<file path="src/rtl/ps2_host_tx.sv">
// ps2_host_tx: PS/2 host-to-device command transmitter (host drives CLK/DAT
// through open-collector enables, device clocks the frame back).
// Optional build macro PS2_TX_RETRY_EN: retry once from INHIBIT after a
// missing ACK or a packet timeout before reporting the result.
module ps2_host_tx #(
   parameter int unsigned CLK_FREQ          = 50000000,
   parameter int unsigned INHIBIT_US        = 120,
   parameter int unsigned START_TIMEOUT_US  = 15000,
   parameter int unsigned PACKET_TIMEOUT_US = 2000
) (
   input  logic       clk,
   input  logic       rst_n,
   input  logic [7:0] tx_data,
   input  logic       tx_valid,
   output logic       tx_ready,
   input  logic       ps2_clk_in,
   input  logic       ps2_dat_in,
   output logic       ps2_clk_oe,
   output logic       ps2_dat_oe,
   output logic       busy,
   output logic       tx_done,
   output logic [1:0] tx_err
);

   localparam int unsigned CYC_US      = CLK_FREQ / 1000000;
   localparam logic [31:0] INHIBIT_CYC = 32'(INHIBIT_US * CYC_US);
   localparam logic [31:0] START_CYC   = 32'(START_TIMEOUT_US * CYC_US);
   localparam logic [31:0] PACKET_CYC  = 32'(PACKET_TIMEOUT_US * CYC_US);

   localparam logic [1:0] ERR_OK       = 2'b00;
   localparam logic [1:0] ERR_NOACK    = 2'b01;
   localparam logic [1:0] ERR_START_TO = 2'b10;
   localparam logic [1:0] ERR_PKT_TO   = 2'b11;

   typedef enum logic [2:0] {
      S_IDLE,
      S_INHIBIT,
      S_WAIT_FIRST,
      S_SEND,
      S_ACK,
      S_WAIT_IDLE,
      S_FINISH
   } state_t;

   state_t      state_q, state_d;
   logic [1:0]  clk_sync_q, dat_sync_q;
   logic        clk_prev_q, fall_q;
   logic [7:0]  shreg_q, shreg_d;
   logic        parity_q, parity_d;
   logic [3:0]  bitcnt_q, bitcnt_d;
   logic [31:0] cnt_q;
   logic        cnt_clr;
   logic        clk_oe_q, clk_oe_d;
   logic        dat_oe_q, dat_oe_d;
   logic [1:0]  err_q, err_d;
   logic        go_finish;
   logic [1:0]  finish_err;
   logic        pkt_expired;
`ifdef PS2_TX_RETRY_EN
   logic        retry_q, retry_d;
`endif

   // Synchronize the pads and register a one-cycle pulse per falling CLK edge.
   // NOTE: sequential state uses non-blocking (<=) so every flop samples pre-edge values.
   always_ff @(posedge clk) begin
      if (!rst_n) begin
         clk_sync_q <= 2'b11;
         dat_sync_q <= 2'b11;
         clk_prev_q <= 1'b1;
         fall_q     <= 1'b0;
      end else begin
         clk_sync_q <= {clk_sync_q[0], ps2_clk_in};
         dat_sync_q <= {dat_sync_q[0], ps2_dat_in};
         clk_prev_q <= clk_sync_q[1];
         fall_q     <= clk_prev_q & ~clk_sync_q[1];
      end
   end

   // Phase timer: restarted for inhibit, start wait and packet; the packet
   // phase keeps running through SEND, ACK and WAIT_IDLE.
   always_ff @(posedge clk) begin
      if (!rst_n || cnt_clr || state_q == S_IDLE) begin
         cnt_q <= '0;
      end else begin
         cnt_q <= cnt_q + 32'd1;
      end
   end

   assign pkt_expired = (cnt_q == PACKET_CYC - 32'd1);

   // FSM state and registered line enables.
   always_ff @(posedge clk) begin
      if (!rst_n) begin
         state_q  <= S_IDLE;
         shreg_q  <= '0;
         parity_q <= 1'b0;
         bitcnt_q <= '0;
         clk_oe_q <= 1'b0;
         dat_oe_q <= 1'b0;
         err_q    <= ERR_OK;
`ifdef PS2_TX_RETRY_EN
         retry_q  <= 1'b0;
`endif
      end else begin
         state_q  <= state_d;
         shreg_q  <= shreg_d;
         parity_q <= parity_d;
         bitcnt_q <= bitcnt_d;
         clk_oe_q <= clk_oe_d;
         dat_oe_q <= dat_oe_d;
         err_q    <= err_d;
`ifdef PS2_TX_RETRY_EN
         retry_q  <= retry_d;
`endif
      end
   end

   // Next-state logic: frame sequencing, timeouts and line control.
   // NOTE: every variable gets a default first so no path can infer a latch.
   always_comb begin
      state_d    = state_q;
      shreg_d    = shreg_q;
      parity_d   = parity_q;
      bitcnt_d   = bitcnt_q;
      clk_oe_d   = clk_oe_q;
      dat_oe_d   = dat_oe_q;
      err_d      = err_q;
      cnt_clr    = 1'b0;
      go_finish  = 1'b0;
      finish_err = err_q;
`ifdef PS2_TX_RETRY_EN
      retry_d    = retry_q;
`endif

      case (state_q)
         S_IDLE: begin
            if (tx_valid) begin
               shreg_d  = tx_data;
               parity_d = ~^tx_data;
               err_d    = ERR_OK;
               clk_oe_d = 1'b1;
               dat_oe_d = 1'b0;
               cnt_clr  = 1'b1;
               state_d  = S_INHIBIT;
`ifdef PS2_TX_RETRY_EN
               retry_d  = 1'b0;
`endif
            end
         end
         S_INHIBIT: begin
            // Falls caused by our own inhibit (or device glitches) are ignored.
            if (cnt_q == INHIBIT_CYC - 32'd1) begin
               clk_oe_d = 1'b0;
               dat_oe_d = 1'b1;
               cnt_clr  = 1'b1;
               state_d  = S_WAIT_FIRST;
            end
         end
         S_WAIT_FIRST: begin
            if (fall_q) begin
               dat_oe_d = ~shreg_q[0];
               bitcnt_d = 4'd1;
               cnt_clr  = 1'b1;
               state_d  = S_SEND;
            end else if (cnt_q == START_CYC - 32'd1) begin
               go_finish  = 1'b1;
               finish_err = ERR_START_TO;
            end
         end
         S_SEND: begin
            if (pkt_expired) begin
               go_finish  = 1'b1;
               finish_err = ERR_PKT_TO;
            end else if (fall_q) begin
               if (bitcnt_q == 4'd9) begin
                  dat_oe_d = 1'b0;
                  state_d  = S_ACK;
               end else if (bitcnt_q == 4'd8) begin
                  dat_oe_d = ~parity_q;
               end else begin
                  dat_oe_d = ~shreg_q[bitcnt_q[2:0]];
               end
               bitcnt_d = bitcnt_q + 4'd1;
            end
         end
         S_ACK: begin
            if (pkt_expired) begin
               go_finish  = 1'b1;
               finish_err = ERR_PKT_TO;
            end else if (fall_q) begin
               if (dat_sync_q[1]) begin
                  err_d = ERR_NOACK;
               end
               state_d = S_WAIT_IDLE;
            end
         end
         S_WAIT_IDLE: begin
            if (pkt_expired) begin
               go_finish  = 1'b1;
               finish_err = ERR_PKT_TO;
            end else if (clk_sync_q[1] && dat_sync_q[1]) begin
               go_finish  = 1'b1;
               finish_err = err_q;
            end
         end
         S_FINISH: begin
            state_d = S_IDLE;
         end
         default: begin
            state_d = S_IDLE;
         end
      endcase

      if (go_finish) begin
         state_d  = S_FINISH;
         err_d    = finish_err;
         clk_oe_d = 1'b0;
         dat_oe_d = 1'b0;
      end

`ifdef PS2_TX_RETRY_EN
      // A device that never clocked is not retried; a bad frame is, once.
      if (go_finish && !retry_q &&
          (finish_err == ERR_NOACK || finish_err == ERR_PKT_TO)) begin
         state_d  = S_INHIBIT;
         err_d    = ERR_OK;
         clk_oe_d = 1'b1;
         dat_oe_d = 1'b0;
         cnt_clr  = 1'b1;
         retry_d  = 1'b1;
      end
`endif
   end

   assign tx_ready   = (state_q == S_IDLE);
   assign busy       = (state_q != S_IDLE);
   assign tx_done    = (state_q == S_FINISH);
   assign tx_err     = err_q;
   assign ps2_clk_oe = clk_oe_q;
   assign ps2_dat_oe = dat_oe_q;

endmodule

</file>
<file path="config.mk">
export PLATFORM = sky130hd
export DESIGN_NAME = ps2_host_tx
export DESIGN_NICKNAME = d
export VERILOG_FILES = /design/src/rtl/ps2_host_tx.sv
export SDC_FILE = /design/constraint.sdc
export NUM_CORES = 1
export LEC_CHECK = 0
export CORE_MARGIN = 10
export CORE_UTILIZATION = 61
export CTS_CLUSTER_DIAMETER = 150
export DETAILED_ROUTE_END_ITERATION = 10
export PLACE_DENSITY = 0.84
export SLEW_MARGIN = 10
export SYNTH_ARGS = -nofsm -noshare
export SYNTH_HDL_FRONTEND = slang
export SYNTH_SLANG_ARGS = --single-unit
</file>
<file path="constraint.sdc">
create_clock -name clk -period 3.2 [get_ports clk]
set_input_delay 0.8 -clock clk [delete_from_list [all_inputs] [get_ports clk]]
set_output_delay 0.8 -clock clk [all_outputs]
set_load 0.03 [all_outputs]
</file>
==> impl_metrics.ini <==
[drt]
post_drt_wl_per_cell_um = 14.9
vias_per_cell = 5.86
via_count = 2466
wl_um = 6280
drtAntennaViolNets = 0
drtIter0Drc = 162
drtPass1Iterations = 5
drc = 0

[floorplanning]
rows = 24
ios = 20
initial_core_util_pct = 64.5
dieArea_um2 = 7840
dieWidth_um = 88.6
die_h_um = 88.6
core_area_um2 = 4440

[worst_setup_path]
cp_data_required_time_ps = 2400
cp.arrival_ps = 1980
worstSetupStartpoint = state_q[2]
worstSetupPathType = reg2out
cp-start-kind = register
reg2regPathDepth = 7
crit_end = tx_done
regToRegStartpoint = cnt_q[0]
r2r_setup_slack_ps = 840
setup.worst_path.end_class = output port
worstPathMaxFanout = 16
reg2reg_to = bitcnt_q[1]

[synthesis]
synth_compound_area_share_pct = 9.21
synth.most_common_cell = dfxtp_1
async_reset_ff_share_pct = 0
synth_enable_flop_cells = 0
synthCells = 344
ys_ff_latch = 58
ys_seq_area_share_pct = 40.5
yosysWarningCount = 0
synth_xor_area_share_pct = 11.9
synthAdderAreaFrac_pct = 1.75
ys_top_cells_by_area = dfxtp_1, nor2_1, xnor2_1
synth_flop_cell = dfxtp_1
yosys.area_share.simple_pct = 30.8
yosys.area.top_type = dfxtp_1
syn_area_um2 = 2870
postSynthAreaPerCell_um2 = 8.34
synth_top_family_by_area = simple AND/OR/NAND/NOR gates
yosysTopAreaCellShare_pct = 40.5
yosys-top-cells-count = dfxtp_1, nor2_1, nand2_1
synth_mux_area_share_pct = 1.96
synth.net_count = 361
synth_cell_type_count = 48

[clock_tree]
hold_buffers = 0
clock_path_buffers = 2
cts.repair.resized = 0
numCtsBuffers = 9
clock_latency_ps = 340
cts_tree = built
cts_setup_buffers = 0
cts.sinks = 58
cts.htree.levels = 3
cts-root-buf = clkbuf_8
clkTransAtPathRegs_ps = 60

[timing]
max_slew_margin_pct = 56.8
hold_viol_final = 0
rsz0062_at_grt = false
fin_skew_ps = 6.88
fmax_mhz = 359
final-setup-viol-count = 0
period_share_pct = 87.0
maxSlewViolCount = 0
worst_slew_pin_slew_ps = 643
fin_setup_tns_ps = 0
min_period_ps = 2780
hold_ws_ps = 411

[worst_hold_path]
min_path_type = reg2reg

[pwr]
seq_power_share_pct = 41.1
sw_frac_of_total_pct = 32.3
switching_power_mw = 0.658
powerDensity_nw_per_um2 = 619
ir_drop_mv = 0.515
intPower_mw = 1.38
leakage_nw = 1.12
power_frac_comb_pct = 25.9
p_clk_share_pct = 33.0

[placement]
hpwl_um = 4690
finalWeightedCongestion = 0.877
io_buffers = 19

[global_routing]
gr-usage-met1_pct = 17.1
grt_pass1_vias = 2484
grt_max_degree = 33
grt_busiest_layer = met2
grt_pass1_wl_um = 10800
antenna_found_initial = 0
gr-total-overflow = 0
grt_use_total_pct = 17.5
grtUsageMet2_pct = 30.6
met3_usage_pct = 7.35

[finish]
n_fill_cell = 353
post-route-util_pct = 74.0
multi_input_area_um2 = 1600
drive_gt1_share_pct = 7.59
area_growth_pct = 14.7
diodes = 0
regArea_um2 = 1160
final_nets = 381

[run_status]
status = finished clean

[run]
max_cap_violations = 0
worst max-delay path, stage by stage, from the launching register on:
cell and delay, ps:
dfxtp_1 650, nand2_1 180, nor2_1 130, clkdlybuf4s50_1 690
registers in the layout (all words and copies together) (netlist names), 2 cells and up:
signal      count
bitcnt_q        4
tx_err          2
clk_sync_q      2
shreg_q         8
dat_sync_q      2
state_q         3
cnt_q          32
logic make-up (layout without fill, tap and decap cells):
kind of cell / count (synthesis) / count (layout)
AND/OR/NAND/NOR: 171 / 171
adder cells (fa/ha/maj): 4 / 4
flip-flops: 58 / 58
multiplexers: 3 / 3
AO/OA/AOI/OAI: 41 / 41
buffers and inverters: 28 / 53
XOR/XNOR: 39 / 39
layer usage:
layer  wire (µm)  vias up
li1            -     1218
met1        2460     1155
met2        3210       79
met3         445       14
met4         169        0
met5           0        -
per-stage QoR:
stage | power, mW | std cells | worst slack, ps | cell area (µm²)
after floorplan | 1.21 | 344 | 681 | 2870
after global placement | 1.36 | 405 | 847 | 3090
after detailed placement | 1.38 | 405 | 786 | 3090
after CTS | 2.06 | 421 | 422 | 3290
after global routing | 2.14 | 421 | 300 | 3290
final | 2.04 | 421 | 415 | 3290
power by group through the flow:
stage	Sequential (mW)	Combinational [mW]	Clock (mW)
global placement	0.847	0.510	0
floorplan	0.840	0.367	0
finish	0.837	0.527	0.672
detailed placement	0.849	0.529	0
CTS	0.834	0.529	0.692
global route	0.843	0.586	0.716
worst min path at each step:
stage	start	end	slack (ps)	cells after the start
floorplan	clk_sync_q[0]	clk_sync_q[1]	390	1
global route	dat_sync_q[0]	dat_sync_q[1]	430	1
detailed placement	dat_sync_q[0]	dat_sync_q[1]	400	1
CTS	dat_sync_q[0]	dat_sync_q[1]	410	1
global placement	dat_sync_q[0]	dat_sync_q[1]	390	1
finish	dat_sync_q[0]	dat_sync_q[1]	410	1
layout make-up:
class	instances	share of cell area, %
multi-input cells	258	48.6
flip-flops and latches	58	35.3
repair buffers	21	6.24
clock buffers	14	4.94
well taps	52	1.98
inverters	16	1.83
clock inverters	2	1.07
placed cells by master, fill, tap and decap left out, drive strengths merged, types with 8 or more instances in the layout:
cell type and instances:
nand3 17, xnor2 24, clkdlybuf4s50 19, nand2 38, inv 16, a21oi 19
clkbuf 14, nand4 12, dfxtp 58, nor2 57, xor2 15, nand2b 8
Note: power is estimated with default switching activity, not from simulation.
